[src/rtl/uart_send_2480_pkg.sv]
// Shared types and helpers for the 2480 UART transmit/receive pair.
// Optional feature macro used by this block: UART_TX_PARITY_EN.
package uart_2480_pkg;

    localparam int TX_CNT_W  = 4;
    localparam int CLK_CNT_W = 16;

    typedef enum logic [2:0] {
        IDLE,
        START,
        DATA,
        PARITY,
        STOP
    } tx_state_t;

    function automatic int bps_cnt(input int clk_freq, input int uart_bps);
        return clk_freq / uart_bps;
    endfunction

endpackage

[src/rtl/uart_send_2480_if.sv]
// Host-side request/status bundle of the UART transmitter.
// The host drives through the master modport; the transmitter uses the slave modport.
interface uart_send_2480_if;
    import uart_2480_pkg::*;

    logic                tx_start;
    logic [7:0]          tx_data;
    logic                tx_ready;
    logic                tx_done;
    logic [TX_CNT_W-1:0] tx_cnt;

    modport master (
        output tx_start,
        output tx_data,
        input  tx_ready,
        input  tx_done,
        input  tx_cnt
    );

    modport slave (
        input  tx_start,
        input  tx_data,
        output tx_ready,
        output tx_done,
        output tx_cnt
    );

endinterface

[src/rtl/uart_send_2480_baud_gen.sv]
// Bit-period timer shared by the UART transmit and receive paths.
// Counts 0..BPS_CNT-1 while enabled and pulses bit_end on the last count.
module uart_baud_gen_2480
    import uart_2480_pkg::*;
#(
    parameter int BPS_CNT = 5120
) (
    input  logic clk,
    input  logic rst,
    input  logic clear,
    input  logic enable,
    output logic bit_end
);

    localparam logic [CLK_CNT_W-1:0] LAST = CLK_CNT_W'(BPS_CNT - 1);

    logic [CLK_CNT_W-1:0] clk_cnt;

    assign bit_end = enable && (clk_cnt == LAST);

    always_ff @(posedge clk) begin
        if (rst || clear) begin
            clk_cnt <= '0;
        end else if (bit_end) begin
            clk_cnt <= '0;
        end else if (enable) begin
            clk_cnt <= clk_cnt + CLK_CNT_W'(1);
        end
    end

endmodule

[src/rtl/uart_send_2480.sv]
// UART transmitter, 8N1 LSB first; define UART_TX_PARITY_EN to insert an even-parity bit.
// All outputs are registered; a new request is accepted in the tx_done cycle.
module uart_send_2480
    import uart_2480_pkg::*;
#(
    parameter int CLK_FREQ = 49152000,
    parameter int UART_BPS = 9600
) (
    input  logic             sys_clk,
    input  logic             sys_rst,
    uart_send_2480_if.slave  bus,
    output logic             uart_txd
);

    localparam int BPS_CNT = bps_cnt(CLK_FREQ, UART_BPS);

    generate
        if (BPS_CNT > 65535 || BPS_CNT < 2) begin : g_bps_check
            $error("uart_send_2480: BPS_CNT out of range");
        end
    endgenerate

    tx_state_t           state, state_next;
    logic [TX_CNT_W-1:0] cnt_q, cnt_next;
    logic [7:0]          shift_q, shift_next;
    logic                txd_q, txd_next;
    logic                ready_q, ready_next;
    logic                done_q, done_next;
    logic                accept;
    logic                bit_end;
`ifdef UART_TX_PARITY_EN
    logic [7:0]          latched_q, latched_next;
`endif

    assign accept = ready_q && bus.tx_start;

    uart_baud_gen_2480 #(.BPS_CNT(BPS_CNT)) u_baud (
        .clk     (sys_clk),
        .rst     (sys_rst),
        .clear   (accept),
        .enable  (state != IDLE),
        .bit_end (bit_end)
    );

    always_ff @(posedge sys_clk) begin
        if (sys_rst) begin
            state     <= IDLE;
            cnt_q     <= '0;
            shift_q   <= '0;
            txd_q     <= 1'b1;
            ready_q   <= 1'b1;
            done_q    <= 1'b0;
`ifdef UART_TX_PARITY_EN
            latched_q <= '0;
`endif
        end else begin
            state     <= state_next;
            cnt_q     <= cnt_next;
            shift_q   <= shift_next;
            txd_q     <= txd_next;
            ready_q   <= ready_next;
            done_q    <= done_next;
`ifdef UART_TX_PARITY_EN
            latched_q <= latched_next;
`endif
        end
    end

    // Each bit boundary loads the next line level, so uart_txd changes exactly with tx_cnt.
    always_comb begin
        state_next   = state;
        cnt_next     = cnt_q;
        shift_next   = shift_q;
        txd_next     = txd_q;
        ready_next   = ready_q;
        done_next    = 1'b0;
`ifdef UART_TX_PARITY_EN
        latched_next = latched_q;
`endif
        case (state)
            IDLE: begin
                if (accept) begin
                    state_next   = START;
                    shift_next   = bus.tx_data;
                    txd_next     = 1'b0;
                    ready_next   = 1'b0;
                    cnt_next     = '0;
`ifdef UART_TX_PARITY_EN
                    latched_next = bus.tx_data;
`endif
                end
            end
            START: begin
                if (bit_end) begin
                    state_next = DATA;
                    cnt_next   = cnt_q + TX_CNT_W'(1);
                    txd_next   = shift_q[0];
                    shift_next = {1'b0, shift_q[7:1]};
                end
            end
            DATA: begin
                if (bit_end) begin
                    cnt_next = cnt_q + TX_CNT_W'(1);
                    if (cnt_q == TX_CNT_W'(8)) begin
`ifdef UART_TX_PARITY_EN
                        state_next = PARITY;
                        txd_next   = ^latched_q;
`else
                        state_next = STOP;
                        txd_next   = 1'b1;
`endif
                    end else begin
                        txd_next   = shift_q[0];
                        shift_next = {1'b0, shift_q[7:1]};
                    end
                end
            end
`ifdef UART_TX_PARITY_EN
            PARITY: begin
                if (bit_end) begin
                    state_next = STOP;
                    cnt_next   = cnt_q + TX_CNT_W'(1);
                    txd_next   = 1'b1;
                end
            end
`endif
            STOP: begin
                if (bit_end) begin
                    state_next = IDLE;
                    cnt_next   = '0;
                    txd_next   = 1'b1;
                    ready_next = 1'b1;
                    done_next  = 1'b1;
                end
            end
            default: begin
                state_next = IDLE;
                cnt_next   = '0;
                txd_next   = 1'b1;
                ready_next = 1'b1;
            end
        endcase
    end

    assign uart_txd     = txd_q;
    assign bus.tx_ready = ready_q;
    assign bus.tx_done  = done_q;
    assign bus.tx_cnt   = cnt_q;

endmodule
[src/flat_wrapper.sv]
// flat-port wrapper written by rule: the top's interface ports become plain ports
module uart_send_2480_flat import uart_2480_pkg::*;
#(
    parameter int CLK_FREQ = 49152000,
    parameter int UART_BPS = 9600
)
  (sys_clk, sys_rst, uart_txd, bus_tx_start, bus_tx_data, bus_tx_ready, bus_tx_done, bus_tx_cnt);
  uart_send_2480_if bus_i ();
  input  logic sys_clk;
  input  logic sys_rst;
  output logic uart_txd;
  input wire logic [$bits(bus_i.tx_start)-1:0] bus_tx_start;
  input wire logic [$bits(bus_i.tx_data)-1:0] bus_tx_data;
  output wire logic [$bits(bus_i.tx_ready)-1:0] bus_tx_ready;
  output wire logic [$bits(bus_i.tx_done)-1:0] bus_tx_done;
  output wire logic [$bits(bus_i.tx_cnt)-1:0] bus_tx_cnt;
  assign bus_i.tx_start = bus_tx_start;
  assign bus_i.tx_data = bus_tx_data;
  assign bus_tx_ready = bus_i.tx_ready;
  assign bus_tx_done = bus_i.tx_done;
  assign bus_tx_cnt = bus_i.tx_cnt;
  uart_send_2480 #(.CLK_FREQ(CLK_FREQ), .UART_BPS(UART_BPS)) u_core (.sys_clk(sys_clk), .sys_rst(sys_rst), .bus(bus_i), .uart_txd(uart_txd));
endmodule
[config.mk]
export PLATFORM = sky130hd
export DESIGN_NAME = uart_send_2480_flat
export DESIGN_NICKNAME = d
export VERILOG_FILES = /design/src/rtl/uart_send_2480_pkg.sv /design/src/rtl/uart_send_2480_if.sv /design/src/rtl/uart_send_2480_baud_gen.sv /design/src/rtl/uart_send_2480.sv /design/src/flat_wrapper.sv
export SDC_FILE = /design/constraint.sdc
export NUM_CORES = 1
export LEC_CHECK = 0
export ABC_AREA = 1
export BUFFER_PORTS_ARGS = -buffer_cell sky130_fd_sc_hd__buf_2
export CAP_MARGIN = 5
export CORE_UTILIZATION = 50
export CTS_BUF_LIST = sky130_fd_sc_hd__clkbuf_4
export DETAILED_ROUTE_END_ITERATION = 8
export HOLD_SLACK_MARGIN = 0.06
export PLACE_DENSITY = 0.8
export SETUP_SLACK_MARGIN = 0.02
export SLEW_MARGIN = 20
export SYNTH_ARGS = -nofsm -noshare
export SYNTH_HDL_FRONTEND = slang
export SYNTH_SLANG_ARGS = --single-unit
[constraint.sdc]
create_clock -name sys_clk -period 1.4 [get_ports sys_clk]
set_clock_uncertainty 0.05 [all_clocks]
set_input_delay 0.28 -clock sys_clk [delete_from_list [all_inputs] [get_ports sys_clk]]
set_output_delay 0.28 -clock sys_clk [all_outputs]
set_load 0.01 [all_outputs]
After elaboration in Yosys (flattened, before gate mapping)
Cells that the tools add are included.

$add $sub $neg: 2. $mul: 0. Divide/modulo/power cells: 0. $lt $le $gt $ge: 0. Equality and inequality tests: 12. Shift-type cells: 0. Muxes and demuxes: 23. Bitwise operators: 2. Reduce and logical (&&, ||, !) cells: 14.

Operators by type and width (number): $mux 8 (4); $pmux 8 s3 (1); $add 16x1->16 const B (1); $eq 16x13->1 const B (1); $mux 3 (5); $mux 4 (3); $pmux 3 s4 (1); $pmux 4 s3 (1); $ne 2x1->1 const B (5); $reduce_and 5->1 (2); $mux 1 (6); $reduce_and 3->1 (2); $reduce_bool 3->1 (2); $reduce_or 2->1 (3); $add 4x1->4 const B (1); $eq 4x4->1 const B (1); $ne 2x2->1 const B (2); $pmux 1 s4 (1); $reduce_and 4->1 (1); $eq 3x1->1 const B (1); $eq 3x2->1 const B (1); $eq 3x3->1 const B (1); $logic_not 3->1 (1); $pmux 1 s3 (1); 3 further kinds (5).

Register bits after elaboration: 34. Latch bits: 0. RAM bits: 0. Bits in read-only memories: 0. Input bits: 11. Output and inout port bits: 7. Memories: 0.

Depth between registers and ports, before layout
Depth in word-level cells: 4. Depth in mapped cells: 11. Gate-level depth less buffers: 11.

Cells and area by module
Synthesis repeated with hierarchy kept, for this count alone.

Cells, all modules: 266. Area, all modules: 1913.1 sq um.

By module, submodules not included: uart_send_2480 (times used 1, cells an instance 153, area each 1031.0 sq um, sequential area each 360.3 sq um); uart_baud_gen_2480 (times used 1, cells an instance 113, area each 882.1 sq um, sequential area each 320.3 sq um).

Worst setup path before layout
No wires, ideal clock.

Path kind: reg2reg. Start point: register u_core.u_baud.clk_cnt[0]. End point: register u_core.shift_q[0]. Arrival time: 1.376 ns. Required time: 1.237 ns. Slack: -0.139 ns. Cell stages (with the launch flop): 11. Path buffers: 0. Cell sequence: dfxtp_1 ha_1 nand2_1 nor2_2 nand3_2 nor2_4 nor2_1 nor2_2 nand3_1 nand2_1 nor2_1.

Longest elaborated chain between the ends: 4.

RTL lines: start, declared (line uart_send_2480_baud_gen.sv:17) `logic [CLK_CNT_W-1:0] clk_cnt;`; start signal, assigned (line uart_send_2480_baud_gen.sv:27) `clk_cnt <= clk_cnt + CLK_CNT_W'(1);`; $eq 16x13->1 (*) (line uart_send_2480_baud_gen.sv:19) `assign bit_end = enable && (clk_cnt == LAST);`; $logic_and 1x1->1 (*) (line uart_send_2480_baud_gen.sv:19); $ne 2x1->1 (no source line); $reduce_and 5->1 (no source line) (*); end signal, assigned (line uart_send_2480.sv:59) `shift_q <= shift_next;`; end, declared (line uart_send_2480.sv:25) `logic [7:0] shift_q, shift_next;`.

Mark *: on every way between the ends. The rest lies on a longest branch, timed or not. A chain may end at the register's enable or synchronous reset.

Worst setup path after layout
Start point: register u_core.u_baud.clk_cnt[1]. End point: register u_core.cnt_q[1] (netlist: u_core.bus.tx_cnt[1]).

Longest elaborated chain between the ends: 4.

RTL lines: $eq 16x13->1 (*) (line uart_send_2480_baud_gen.sv:19); $logic_and 1x1->1 (*) (line uart_send_2480_baud_gen.sv:19); $ne 2x1->1 (no source line); $reduce_and 3->1 (no source line) (*); end signal, assigned (line uart_send_2480.sv:58) `cnt_q <= cnt_next;`; end, declared (line uart_send_2480.sv:24) `logic [TX_CNT_W-1:0] cnt_q, cnt_next;`.

Marked as above.

==> impl_metrics.toml <==
[sta]
setup_repair_after_global_routing_missed_its_margin = "yes"
maxSlewHeadroom = 0.755
achievable-frequency_ghz = 0.593
finalSetupViolCount = 34
layout_worst_path_cycle_share = 1.20
worstMarginPinSlew_ns = 0.365
post-route-min-period_ns = 1.69
finalHoldWorstSlack_ns = 0.220
report.final.slew_viol_count = 0
final_critical_path_setup_slack_ns = -0.286
hold_violations = 0
setup_tns_ns = -7.13

[setup_path]
critPathRequiredTime_ns = 1.61
path_cells = "ha_4 > nand2_2 > nor2_2 > nand3_2 > nor2_4 > inv_2 > nand2_8 > inv_2 > o21ai_1 > nor2_1"
startpoint_type = "register"
r2r-start = "u_core.u_baud.clk_cnt[1]"
delay_heaviest_family_cp = "simple AND/OR/NAND/NOR gates"
critical_path.most_common_cell = "sky130_fd_sc_hd__inv_2"
critical-path-slowest-cell = "sky130_fd_sc_hd__dfxtp_2"
worst_setup_startpoint = "u_core.u_baud.clk_cnt[1]"
critical_path_type = "register to register"
cp_max_fo = 6
sum_of_buffers_and_inverters_on_the_critical_path = 2
critPathMaxStageDelay_ns = 0.37
worstPathArrival_ns = 1.89
worst-r2r-setup-slack_ns = -0.29
end_kind = "register"

[detailed_routing]
antenna_left = 0
wl_per_cell_um = 13.0
drc = 0
dr.first_iter.drc_count = 118
dr.pass1.iters = 4
route.final.wire_length_um = 5160
vias = 2065
vias_per_inst = 5.19

[clocking]
tritoncts_num_sinks = 34
htree_levels = 2
cts_tree = "built"
cts-root-to-sink-buffers = 2
clock_slew_at_the_register_clock_pins_of_the_worst_setup_and_hold_paths_ns = 0.11
cts_root_buffer = "sky130_fd_sc_hd__clkbuf_4"
worst_skew_pair.late_latency_ns = 0.36
cts_inserted_buffers = 5

[pwr]
relative_contribution_of_combinational_cells_to_total_power = 0.581
power.clock.fraction = 0.132
internal-power_w = 0.00237
sequentialPowerShare = 0.287
proportion_of_total_power_due_to_net_switching = 0.450
cellPowerDensity_mw_per_mm2 = 1670
power.static_leakage_nw = 1.20
net-switching-power_w = 0.00194
ir_worst_vdd_v = 0.00122

[global_routing]
grt_pass1_wl_um = 8300
total_track_usage = 0.268
vias_in_the_first_global_route = 1970
grt_antenna_before_repair = 0
maximum_number_of_pins_on_one_net_before_global_route_repair = 15
overflow = 0

[synth]
postSynthNetCount = 287
post_synth_xor_area_fraction = 0.0144
synth_cell_type_count = 32
dominant_combinational_cell_family_by_area_after_synthesis = "simple AND/OR/NAND/NOR gates"
ys_ff_latch = 34
netlist_area_mm2 = 0.00183
yosysWarnings = 0
synth_sequential_area_ratio = 0.372
synth.mux.area_fraction = 0
syn_inst = 273
synth_compound_area_frac = 0.0903
synth.avg_cell_area_um2 = 6.70
synth_adder_area_share = 0.0205
simple_gate_portion_of_the_synthesized_area = 0.415

[finish]
post_layout_nonfiller_instances = 398
most_used_cells_in_the_layout_excluding_fill_and_tap_cells = "sky130_fd_sc_hd__nand2_1, sky130_fd_sc_hd__buf_4, sky130_fd_sc_hd__nor2_1, sky130_fd_sc_hd__inv_1, sky130_fd_sc_hd__dfxtp_1"
finish.instance_area_mm2 = 0.00258
n_fill_cell = 235
register_area_um2 = 684
nets = 365
post_route_cells_drive_above_1_share = 0.352
area_delta_synth_final_pct = 41.4
area_used_by_multi_input_combinational_logic_mm2 = 0.00113
antenna-diode-count = 0
mostFrequentLayoutCell = "sky130_fd_sc_hd__nand2_1"

[floorplanning]
placeableCoreArea_mm2 = 0.00342
design.die.area_mm2 = 0.00390
pin_count = 18
std_cell_rows = 21
horizontal_die_dimension_um = 62.5
dieHeight_um = 62.5
start_util = 0.535

[placement]
gp_congestion = 0.831
buffer_ports.inserted = 17
numPlacedInstances = 382
place.detailed.hpwl_um = 3050
detailedPlace.worstSlack_ns = -0.203
postPlaceCellArea_mm2 = 0.00235

[status]
status = "complete, but fails checks"
violations = "setup timing"

[worst_hold_path]
min_path_type = "input pin to register"
hold_start = "bus_tx_data[7]"

[job]
cap_viol_max_count = 0
[cells by family (layout without fill, tap and decap cells)]
kind of cell               count (synthesis)  in the layout
buffers and inverters                     39            117
xor gates and xnor gates                   3              3
adders and majority gates                  3              3
AOI/OAI and AO/OA                         30             30
DFF                                       34             34
and+or+nand+nor                          164            165
[per-layer routing]
metal,up-vias,routed length (µm),GRT usage,share of wire
met5,-,0,0,0
met4,0,189,0.154,0.037
met3,26,302,0.0657,0.059
met2,78,2500,0.458,0.48
met1,943,2170,0.302,0.42
li1,1018,-,-,-
[tightest hold or removal path, stage by stage]
cell and delay [ns]:
sky130_fd_sc_hd__buf_2 0.09, sky130_fd_sc_hd__nand2_1 0.05, sky130_fd_sc_hd__nand3_1 0.07, sky130_fd_sc_hd__nand2_1 0.06
sky130_fd_sc_hd__nor2_1 0.03
[Yosys cell counts, drive strengths merged]
library cell	count	area share
a21oi	18	0.051
buf	3	0.011
dfxtp	34	0.37
ha	3	0.021
inv	36	0.077
nand2	81	0.18
nand3	22	0.074
nand3b	1	0.0041
nand4	1	0.0034
nor2	50	0.12
nor3	5	0.019
nor3b	2	0.0082
o211ai	2	0.0082
o21a	1	0.0041
o21ai	9	0.027
or2	1	0.0034
or3	1	0.0034
xnor2	1	0.0048
xor2	2	0.0096
[stage by stage]
stage	power (W)	util
after floorplan	0.00267	-
after global placement	0.00329	0.689
after detailed placement	0.00336	0.689
after CTS	0.00411	0.742
after global routing	0.00463	0.757
final	0.00431	0.757
[registers in the layout, summed over array words and instances, names as in the netlist]
| signal | flops |
|---|---|
| u_core.shift_q | 8 |
| u_core.uart_txd | 1 |
| u_core.bus.tx_cnt | 4 |
| u_core.state | 3 |
| u_core.bus.tx_ready | 1 |
| u_core.u_baud.clk_cnt | 16 |
| u_core.bus.tx_done | 1 |
[power groups by stage]
stage / Clock (W) / Combinational [W] / Sequential, W
2_1_floorplan: 0 / 0.00141 / 0.00126
3_3_place_gp: 0 / 0.00205 / 0.00124
3_5_place_dp: 0 / 0.00211 / 0.00124
4_1_cts: 0.000568 / 0.00231 / 0.00123
5_1_grt: 0.000609 / 0.00276 / 0.00125
6_report: 0.000569 / 0.00251 / 0.00124
[cell type report]
class,instances,share of cell area
multi-input combinational,201,0.436
clock inverter,2,0.00339
inverter,36,0.0542
sequential,34,0.265
tap,46,0.0223
timing repair buffer,73,0.202
clock buffer,6,0.0174
[repair_timing]
action	in CTS	in global routing
hold buffers	0	1
gates resized for setup	20	7
buffers inserted	4	2
endpoints found under the hold margin	0	1
pin swaps	22	3
gates cloned	1	0
setup endpoints to repair	33	34
[path summary, 6_finish.rpt]
| kind | end | depth (start not counted) |
|---|---|---|
| worst max-delay path | u_core.bus.tx_cnt[1] | 10 |
| worst min-delay path | u_core.shift_q[7] | 5 |
| worst min register to register | u_core.shift_q[2] | 2 |
| worst max register to register | u_core.bus.tx_cnt[1] | 10 |
No activity file was read; power rests on OpenSTA's default activity.
